**config.mk**
```make
export PLATFORM = sky130hd
export DESIGN_NAME = arp_requester_flat
export DESIGN_NICKNAME = d
export VERILOG_FILES = /design/src/rtl/arp_requester_if.sv /design/src/rtl/arp_requester.sv /design/src/flat_wrapper.sv
export SDC_FILE = /design/constraint.sdc
export NUM_CORES = 1
export LEC_CHECK = 0
export ABC_AREA = 1
export CORE_ASPECT_RATIO = 1.4
export CORE_UTILIZATION = 50
export CTS_CLUSTER_SIZE = 24
export DETAILED_ROUTE_END_ITERATION = 10
export PLACE_DENSITY = 0.84
export SLEW_MARGIN = 0
export SYNTH_ARGS = -nofsm -noshare
export SYNTH_HDL_FRONTEND = slang
export SYNTH_SLANG_ARGS = --single-unit
```
**constraint.sdc**
```tcl
create_clock -name clk -period 2.6 [get_ports clk]
set_input_delay 0.26 -clock clk [delete_from_list [all_inputs] [get_ports clk]]
set_output_delay 0.26 -clock clk [all_outputs]
set_load 0.05 [all_outputs]
```
**src/rtl/arp_requester_if.sv**
```systemverilog
// Handshake and stream bundle for arp_requester.
// The lookup request/response pair, the outgoing ARP request stream and the
// incoming ARP reply stream travel together. The slave modport is the
// resolver's view; the master modport is the view of whoever drives it.
interface arp_requester_if;
  logic        req_valid;
  logic        req_ready;
  logic [31:0] req_ip;

  logic        resp_valid;
  logic        resp_ready;
  logic        resp_ok;
  logic [31:0] resp_ip;
  logic [47:0] resp_mac;

  logic        axis_o_tready;
  logic        axis_o_tvalid;
  logic        axis_o_tlast;
  logic [3:0]  axis_o_tkeep;
  logic [31:0] axis_o_tdata;
  logic [47:0] axis_o_dst_mac;

  logic        axis_i_tready;
  logic        axis_i_tvalid;
  logic        axis_i_tlast;
  logic [3:0]  axis_i_tkeep;
  logic [31:0] axis_i_tdata;

  modport slave (
    input  req_valid, req_ip, resp_ready,
    input  axis_o_tready,
    input  axis_i_tvalid, axis_i_tlast, axis_i_tkeep, axis_i_tdata,
    output req_ready, resp_valid, resp_ok, resp_ip, resp_mac,
    output axis_o_tvalid, axis_o_tlast, axis_o_tkeep, axis_o_tdata, axis_o_dst_mac,
    output axis_i_tready
  );

  modport master (
    output req_valid, req_ip, resp_ready,
    output axis_o_tready,
    output axis_i_tvalid, axis_i_tlast, axis_i_tkeep, axis_i_tdata,
    input  req_ready, resp_valid, resp_ok, resp_ip, resp_mac,
    input  axis_o_tvalid, axis_o_tlast, axis_o_tkeep, axis_o_tdata, axis_o_dst_mac,
    input  axis_i_tready
  );
endinterface

```
**src/rtl/arp_requester.sv**
```systemverilog
// ARP initiator: resolves a next-hop IPv4 address to a MAC address.
// A lookup emits a 28-byte ARP request (broadcast), then waits for a matching
// reply, retrying after TIMEOUT_CYCLES and giving up after MAX_RETRIES
// retransmissions. The first wire octet of a beat is tdata[7:0]; multi-byte
// fields go out most significant octet first.
// Optional one-entry result cache: define ARP_REQUESTER_CACHE_EN.
module arp_requester #(
  parameter int          AXIS_BYTES     = 4,
  parameter logic [47:0] OUR_MAC        = 48'h070605040302,
  parameter logic [31:0] OUR_IP         = {8'd110, 8'd0, 8'd0, 8'd10},
  parameter int          TIMEOUT_CYCLES = 1000000,
  parameter int          MAX_RETRIES    = 3
) (
  input  logic         clk,
  input  logic         sreset,
  arp_requester_if.slave arp
);

  generate
    if (AXIS_BYTES != 4) begin : g_bad_width
      $error("arp_requester: only AXIS_BYTES = 4 is supported");
    end
  endgenerate

  typedef enum logic [1:0] {IDLE, SEND, WAIT, DONE} state_e;

  localparam logic [31:0] TIMEOUT_LAST = 32'(TIMEOUT_CYCLES - 1);
  localparam logic [31:0] RETRY_LIMIT  = 32'(MAX_RETRIES);

  // Wire order <-> field order for a 32-bit field occupying a whole beat.
  function automatic logic [31:0] byteSwap32(input logic [31:0] v);
    return {v[7:0], v[15:8], v[23:16], v[31:24]};
  endfunction

  state_e      state_q, state_d;
  logic [31:0] target_q;
  logic [31:0] retries_q;
  logic [31:0] timer_q;
  logic [2:0]  txBeat_q;
  logic        respOk_q;
  logic [31:0] respIp_q;
  logic [47:0] respMac_q;

  logic [2:0]  rxBeat_q;
  logic        rxOk_q;
  logic [47:0] rxSha_q;

  logic        reqFire, txFire, txLastFire, timeoutHit, rxFire, rxMatch;
  logic        beatOk, rxOkNow, rxReplyOk;
  logic        cacheHit;
  logic [47:0] cacheMac;

  assign reqFire    = (state_q == IDLE) && arp.req_valid;
  assign txFire     = (state_q == SEND) && arp.axis_o_tready;
  assign txLastFire = txFire && (txBeat_q == 3'd6);
  assign timeoutHit = (state_q == WAIT) && (timer_q == TIMEOUT_LAST);
  assign rxFire     = arp.axis_i_tvalid;
  assign rxMatch    = (state_q == WAIT) && rxFire && arp.axis_i_tlast && rxReplyOk;

`ifdef ARP_REQUESTER_CACHE_EN
  logic        cacheValid_q;
  logic [31:0] cacheIp_q;
  logic [47:0] cacheMac_q;

  // Remember the most recent successful resolution
  always_ff @(posedge clk) begin
    if (sreset) begin
      cacheValid_q <= 1'b0;
      cacheIp_q    <= '0;
      cacheMac_q   <= '0;
    end else if (rxMatch) begin
      cacheValid_q <= 1'b1;
      cacheIp_q    <= target_q;
      cacheMac_q   <= rxSha_q;
    end
  end

  assign cacheHit = cacheValid_q && (cacheIp_q == arp.req_ip);
  assign cacheMac = cacheMac_q;
`else
  assign cacheHit = 1'b0;
  assign cacheMac = '0;
`endif

  // Per-beat reply checks; beats past 6 are Ethernet padding and always pass
  always_comb begin
    beatOk = 1'b1;
    case (rxBeat_q)
      3'd0: beatOk = (arp.axis_i_tkeep == 4'hF) && (arp.axis_i_tdata == 32'h00080100);
      3'd1: beatOk = (arp.axis_i_tkeep == 4'hF) && (arp.axis_i_tdata == 32'h02000406);
      3'd2: beatOk = (arp.axis_i_tkeep == 4'hF);
      3'd3: beatOk = (arp.axis_i_tkeep == 4'hF) &&
                     ({arp.axis_i_tdata[23:16], arp.axis_i_tdata[31:24]} == target_q[31:16]);
      3'd4: beatOk = (arp.axis_i_tkeep == 4'hF) &&
                     ({arp.axis_i_tdata[7:0], arp.axis_i_tdata[15:8]} == target_q[15:0]);
      3'd5: beatOk = (arp.axis_i_tkeep == 4'hF);
      3'd6: beatOk = (arp.axis_i_tkeep == 4'hF) && (byteSwap32(arp.axis_i_tdata) == OUR_IP);
      default: beatOk = 1'b1;
    endcase
    rxOkNow   = rxOk_q && beatOk;
    rxReplyOk = rxOkNow && (rxBeat_q >= 3'd6);
  end

  // Reply parser: tracks beat index and accumulated validity, captures SHA
  always_ff @(posedge clk) begin
    if (sreset) begin
      rxBeat_q <= '0;
      rxOk_q   <= 1'b1;
      rxSha_q  <= '0;
    end else if (rxFire) begin
      if (arp.axis_i_tlast) begin
        rxBeat_q <= '0;
        rxOk_q   <= 1'b1;
      end else begin
        if (rxBeat_q != 3'd7) rxBeat_q <= rxBeat_q + 3'd1;
        rxOk_q <= rxOkNow;
      end
      if (rxBeat_q == 3'd2) rxSha_q[47:16] <= byteSwap32(arp.axis_i_tdata);
      if (rxBeat_q == 3'd3) rxSha_q[15:0]  <= {arp.axis_i_tdata[7:0], arp.axis_i_tdata[15:8]};
    end
  end

  // FSM state register
  always_ff @(posedge clk) begin
    if (sreset) state_q <= IDLE;
    else        state_q <= state_d;
  end

  // FSM next-state logic; a reply match takes priority over a timeout
  always_comb begin
    state_d = state_q;
    unique case (state_q)
      IDLE: if (reqFire) state_d = cacheHit ? DONE : SEND;
      SEND: if (txLastFire) state_d = WAIT;
      WAIT: begin
        if (rxMatch)         state_d = DONE;
        else if (timeoutHit) state_d = (retries_q < RETRY_LIMIT) ? SEND : DONE;
      end
      DONE: if (arp.resp_ready) state_d = IDLE;
      default: state_d = IDLE;
    endcase
  end

  // Transaction datapath: target, retry count, timer, tx beat and result
  always_ff @(posedge clk) begin
    if (sreset) begin
      target_q  <= '0;
      retries_q <= '0;
      timer_q   <= '0;
      txBeat_q  <= '0;
      respOk_q  <= 1'b0;
      respIp_q  <= '0;
      respMac_q <= '0;
    end else begin
      case (state_q)
        IDLE: begin
          if (reqFire) begin
            target_q  <= arp.req_ip;
            retries_q <= '0;
            txBeat_q  <= '0;
            if (cacheHit) begin
              respOk_q  <= 1'b1;
              respIp_q  <= arp.req_ip;
              respMac_q <= cacheMac;
            end
          end
        end
        SEND: begin
          if (txFire) begin
            txBeat_q <= txLastFire ? 3'd0 : txBeat_q + 3'd1;
            if (txLastFire) timer_q <= '0;
          end
        end
        WAIT: begin
          timer_q <= timer_q + 32'd1;
          if (rxMatch) begin
            respOk_q  <= 1'b1;
            respIp_q  <= target_q;
            respMac_q <= rxSha_q;
          end else if (timeoutHit) begin
            if (retries_q < RETRY_LIMIT) begin
              retries_q <= retries_q + 32'd1;
              txBeat_q  <= '0;
            end else begin
              respOk_q  <= 1'b0;
              respIp_q  <= target_q;
              respMac_q <= '0;
            end
          end
        end
        default: ;
      endcase
    end
  end

  // FSM outputs and request payload mux; tdata depends only on registers
  always_comb begin
    arp.req_ready      = (state_q == IDLE);
    arp.resp_valid     = (state_q == DONE);
    arp.resp_ok        = respOk_q;
    arp.resp_ip        = respIp_q;
    arp.resp_mac       = respMac_q;
    arp.axis_o_tvalid  = (state_q == SEND);
    arp.axis_o_tlast   = (txBeat_q == 3'd6);
    arp.axis_o_tkeep   = 4'hF;
    arp.axis_o_dst_mac = 48'hFFFFFFFFFFFF;
    arp.axis_i_tready  = 1'b1;
    arp.axis_o_tdata   = '0;
    case (txBeat_q)
      3'd0: arp.axis_o_tdata = 32'h00080100;
      3'd1: arp.axis_o_tdata = 32'h01000406;
      3'd2: arp.axis_o_tdata = byteSwap32(OUR_MAC[47:16]);
      3'd3: arp.axis_o_tdata = {OUR_IP[23:16], OUR_IP[31:24], OUR_MAC[7:0], OUR_MAC[15:8]};
      3'd4: arp.axis_o_tdata = {16'h0000, OUR_IP[7:0], OUR_IP[15:8]};
      3'd5: arp.axis_o_tdata = 32'h00000000;
      3'd6: arp.axis_o_tdata = byteSwap32(target_q);
      default: arp.axis_o_tdata = '0;
    endcase
  end

endmodule

```
**src/flat_wrapper.sv**
```systemverilog
// flat-port wrapper written by rule: the top's interface ports become plain ports
module arp_requester_flat 
#(
  parameter int          AXIS_BYTES     = 4,
  parameter logic [47:0] OUR_MAC        = 48'h070605040302,
  parameter logic [31:0] OUR_IP         = {8'd110, 8'd0, 8'd0, 8'd10},
  parameter int          TIMEOUT_CYCLES = 1000000,
  parameter int          MAX_RETRIES    = 3
)
  (clk, sreset, arp_req_valid, arp_req_ip, arp_resp_ready, arp_axis_o_tready, arp_axis_i_tvalid, arp_axis_i_tlast, arp_axis_i_tkeep, arp_axis_i_tdata, arp_req_ready, arp_resp_valid, arp_resp_ok, arp_resp_ip, arp_resp_mac, arp_axis_o_tvalid, arp_axis_o_tlast, arp_axis_o_tkeep, arp_axis_o_tdata, arp_axis_o_dst_mac, arp_axis_i_tready);
  arp_requester_if arp_i ();
  input  logic clk;
  input  logic sreset;
  input wire logic [$bits(arp_i.req_valid)-1:0] arp_req_valid;
  input wire logic [$bits(arp_i.req_ip)-1:0] arp_req_ip;
  input wire logic [$bits(arp_i.resp_ready)-1:0] arp_resp_ready;
  input wire logic [$bits(arp_i.axis_o_tready)-1:0] arp_axis_o_tready;
  input wire logic [$bits(arp_i.axis_i_tvalid)-1:0] arp_axis_i_tvalid;
  input wire logic [$bits(arp_i.axis_i_tlast)-1:0] arp_axis_i_tlast;
  input wire logic [$bits(arp_i.axis_i_tkeep)-1:0] arp_axis_i_tkeep;
  input wire logic [$bits(arp_i.axis_i_tdata)-1:0] arp_axis_i_tdata;
  output wire logic [$bits(arp_i.req_ready)-1:0] arp_req_ready;
  output wire logic [$bits(arp_i.resp_valid)-1:0] arp_resp_valid;
  output wire logic [$bits(arp_i.resp_ok)-1:0] arp_resp_ok;
  output wire logic [$bits(arp_i.resp_ip)-1:0] arp_resp_ip;
  output wire logic [$bits(arp_i.resp_mac)-1:0] arp_resp_mac;
  output wire logic [$bits(arp_i.axis_o_tvalid)-1:0] arp_axis_o_tvalid;
  output wire logic [$bits(arp_i.axis_o_tlast)-1:0] arp_axis_o_tlast;
  output wire logic [$bits(arp_i.axis_o_tkeep)-1:0] arp_axis_o_tkeep;
  output wire logic [$bits(arp_i.axis_o_tdata)-1:0] arp_axis_o_tdata;
  output wire logic [$bits(arp_i.axis_o_dst_mac)-1:0] arp_axis_o_dst_mac;
  output wire logic [$bits(arp_i.axis_i_tready)-1:0] arp_axis_i_tready;
  assign arp_i.req_valid = arp_req_valid;
  assign arp_i.req_ip = arp_req_ip;
  assign arp_i.resp_ready = arp_resp_ready;
  assign arp_i.axis_o_tready = arp_axis_o_tready;
  assign arp_i.axis_i_tvalid = arp_axis_i_tvalid;
  assign arp_i.axis_i_tlast = arp_axis_i_tlast;
  assign arp_i.axis_i_tkeep = arp_axis_i_tkeep;
  assign arp_i.axis_i_tdata = arp_axis_i_tdata;
  assign arp_req_ready = arp_i.req_ready;
  assign arp_resp_valid = arp_i.resp_valid;
  assign arp_resp_ok = arp_i.resp_ok;
  assign arp_resp_ip = arp_i.resp_ip;
  assign arp_resp_mac = arp_i.resp_mac;
  assign arp_axis_o_tvalid = arp_i.axis_o_tvalid;
  assign arp_axis_o_tlast = arp_i.axis_o_tlast;
  assign arp_axis_o_tkeep = arp_i.axis_o_tkeep;
  assign arp_axis_o_tdata = arp_i.axis_o_tdata;
  assign arp_axis_o_dst_mac = arp_i.axis_o_dst_mac;
  assign arp_axis_i_tready = arp_i.axis_i_tready;
  arp_requester #(.AXIS_BYTES(AXIS_BYTES), .OUR_MAC(OUR_MAC), .OUR_IP(OUR_IP), .TIMEOUT_CYCLES(TIMEOUT_CYCLES), .MAX_RETRIES(MAX_RETRIES)) u_core (.clk(clk), .sreset(sreset), .arp(arp_i));
endmodule
```
==> impl_metrics.toml <==
[synthesis]
yosysMostFrequentCell = "nand2_1"
synth_top_family_by_area = "simple AND/OR/NAND/NOR gates"
yosys.area_share.simple_pct = 22.1
synth_xor_area_share_pct = 0.500
synth_common_cells = "309 x nand2_1, 234 x dfxtp_1, 174 x a21oi_1"
synthMuxAreaShare_pct = 0
synthCells = 1418
yosys.area.top_type = "dfxtp_1"
synth_compound_area_share_pct = 18.9
ys_warn_count = 0
syn_avg_cell_area_um2 = 7.41
yosys-top-cells-area = "dfxtp_1 45%, nand2_1 11%, a21oi_1 8.3%"
yosysTopAreaCellShare_pct = 44.6
async_flop_share_pct = 0
ys.flop_type = "dfxtp_1"
synth_area_um2 = 10500
synth_fa_ha_area_share_pct = 1.55
synth-seq-cells = 234
synth_cell_type_count = 44
synth_edf_count = 0
synth-seq-area-share_pct = 44.6

[setup_path]
path_cells = "inv_1 -> ha_2 -> inv_1 -> nor2_1 -> inv_2 -> nand2_1 -> a211oi_4 -> buf_6 -> a31oi_1 -> buf_12"
cp_common_cell = "inv_1"
crit_slowest_cell = "dfxtp_2"
cp_max_fo = 6
start_kind = "flop"
setup.worst_path.start = "u_core.txBeat_q[1]$_SDFFE_PP0P_"
timing.rr.start = "u_core.rxBeat_q[1]$_SDFFE_PP0P_"
worst_ep_arrival_time_ns = 2.25
required_ns = 2.34
end_kind = "output pin"
worst-setup-path-type = "reg -> out"
cp_slowest_stage_delay_ns = 0.38

[floorplan]
coreArea_um2 = 20600
std_cell_rows = 62
initial_core_util_pct = 51.1
die_w_um = 125
die_h_um = 174
pin_count = 245
die-area_um2 = 21600

[global_routing]
grt_max_degree = 134
grt_overflow_total = 0
antenna_found_initial = 1
grt.total_usage_pct = 27.4
grt_pass1_vias = 9721
grt_pass1_wl_um = 48100

[cts]
clkTransAtPathRegs_ns = 0.07
cts.hold.buffers_added = 0
clock-sinks = 234
clock-root-buffer = "clkbuf_16"
cts_made_buffers = 22
clk_latency_ns = 0.52
cts_tree = "built"
clockBufferDepth = 3
h-tree-depth = 1

[route]
drtIter0Drc = 996
drt-total-wl_um = 30800
route.detailed.drc = 0
postRouteAntennaNets = 0
vias_per_cell = 5.44
dr.pass1.iters = 5
wl_per_cell_um = 16.4
vias = 10200

[timing]
fmax_mhz = 399
period_share_pct = 96.4
worst-slew-pin-transition_ns = 0.755
rsz0062_at_grt = "no"
slew_headroom_pct = 49.7
drv_slew = 0
fin_skew_ns = 0.0147
final_hold_viol_count = 0
final.setup.worst_slack_ns = 0.0940
setup_viol = 0
finalCriticalPeriod_ns = 2.51

[pwr]
total_power_mw = 11.0
sequentialPowerShare_pct = 36.1
power_density_nw_per_um2 = 809
p_leak_nw = 5.10
pwr-share-clk_pct = 31.7
combPwrFrac_pct = 32.2
internal-power_mw = 7.13
switching_share_pct = 35.2
ir_drop_uv = 1010
netSwitchingPower_mw = 3.88

[placed_design]
place_ws_ns = -0.0137
place_congestion = 0.913
portBuffers = 191
post-place-cells = 1831
hpwl_um = 21600

[layout]
multiInputGateArea_um2 = 4810
seq_area_um2 = 4690
syn_to_final_growth_pct = 29.6
n_fill_cell = 1648
fin_cells = 1877
nNetsFinal = 1692
postLayoutCoreUtil_pct = 66.3
drive_gt1_share_pct = 11.7

[status]
status = "finished, final reports clean"

[flow_run]
max_cap_violations = 0

[min_path]
hp-start = "sreset"
hp-class = "in -> reg"
## worst max-delay path, delay by kind of cell (launching register included)
family,cells,cell delay (ns)
AO/OA/AOI/OAI,2,0.40
buffers and inverters,5,0.62
adder cells (fa/ha/maj),1,0.20
AND/OR/NAND/NOR,2,0.13
flip-flops,1,0.38
## placed cells by master (no fill, tap or decap), drive strengths merged, types with 6 or more instances in the layout
master	n
clkinv	6
dfxtp	234
clkbuf	32
a211oi	40
nor4	15
conb	53
inv	147
clkdlybuf4s50	157
nand3	31
nand4	17
xnor2	6
nor2	154
ha	13
nand2	316
o21ai	103
nor3	18
buf	74
a21oi	174
## cells by family (layout without fill, tap and decap cells)
kind of cell / count (synthesis) / after routing
and+or+nand+nor: 557 / 557
AOI/OAI and AO/OA: 336 / 336
buffers and inverters: 271 / 421
DFF: 234 / 234
adders and majority gates: 13 / 13
xor gates and xnor gates: 6 / 6
other: 1 / 54
## power groups by stage
stage | Sequential [mW] | Combinational [mW] | Clock [mW]
4_1_cts | 3.96 | 3.39 | 3.50
3_5_place_dp | 4.03 | 3.35 | 0
3_3_place_gp | 4.02 | 3.33 | 0
5_1_grt | 3.99 | 3.76 | 3.65
6_report | 3.97 | 3.55 | 3.49
2_1_floorplan | 3.98 | 2.10 | 0
## area by class of cell
class                   count  share of cell area (%)
diodes                      1                  0.0184
clock inverters             9                   0.965
well taps                 256                    2.35
repair buffers            232                    18.0
inverters                 148                    4.11
flip-flops and latches    234                    34.4
multi-input cells         965                    35.3
clock buffers              31                    4.81
repair inverters            1                  0.0367
## layer usage
metal / share of wire, % / routed length, um / global-route usage [%] / vias up
met2: 49 / 15200 / 48.0 / 478
met4: 5.6 / 1720 / 16.4 / 0
met1: 38 / 11700 / 31.0 / 4757
met3: 7.2 / 2210 / 4.41 / 101
met5: 0 / 0 / 0 / -
li1: - / - / - / 4878
## metrics by stage
stage	cell area, um2	setup TNS [ns]	hold slack [ns]
after floorplan	10700	0	0.401
after global placement	12700	0	0.425
after detailed placement	12700	-0.0515	0.430
after CTS	13500	0	0.177
after global routing	13600	0	0.206
final	13600	0	0.184
## flip-flops by register name, indices dropped and copies added (netlist names)
name                 cells
u_core.arp.resp_ip      32
u_core.arp.resp_mac     48
u_core.arp.resp_ok       1
u_core.retries_q        32
u_core.rxBeat_q          3
u_core.rxOk_q            1
u_core.rxSha_q          48
u_core.state_q           2
u_core.target_q         32
u_core.timer_q          32
u_core.txBeat_q          3
## worst paths after layout
| kind | endpoint | slack [ns] | cells after the start |
|---|---|---|---|
| worst max-delay path | arp_axis_o_tdata[19] | 0.09 | 10 |
| worst min-delay path | u_core.rxOk_q$_SDFFE_PP1P_ | 0.18 | 3 |
| worst max register to register | u_core.retries_q[0]$_SDFFE_PP0P_ | 0.13 | 14 |
| worst min register to register | u_core.retries_q[7]$_SDFFE_PP0P_ | 0.44 | 2 |
## repair_timing
item                                   in CTS  in global routing
setup endpoints to repair                   6                130
buffers inserted                            0                  2
gates resized for setup                     2                 19
endpoints found under the hold margin       0                  0
pin swaps                                   0                  2
cloned                                      0                  3
No activity file was read; power rests on OpenSTA's default activity.
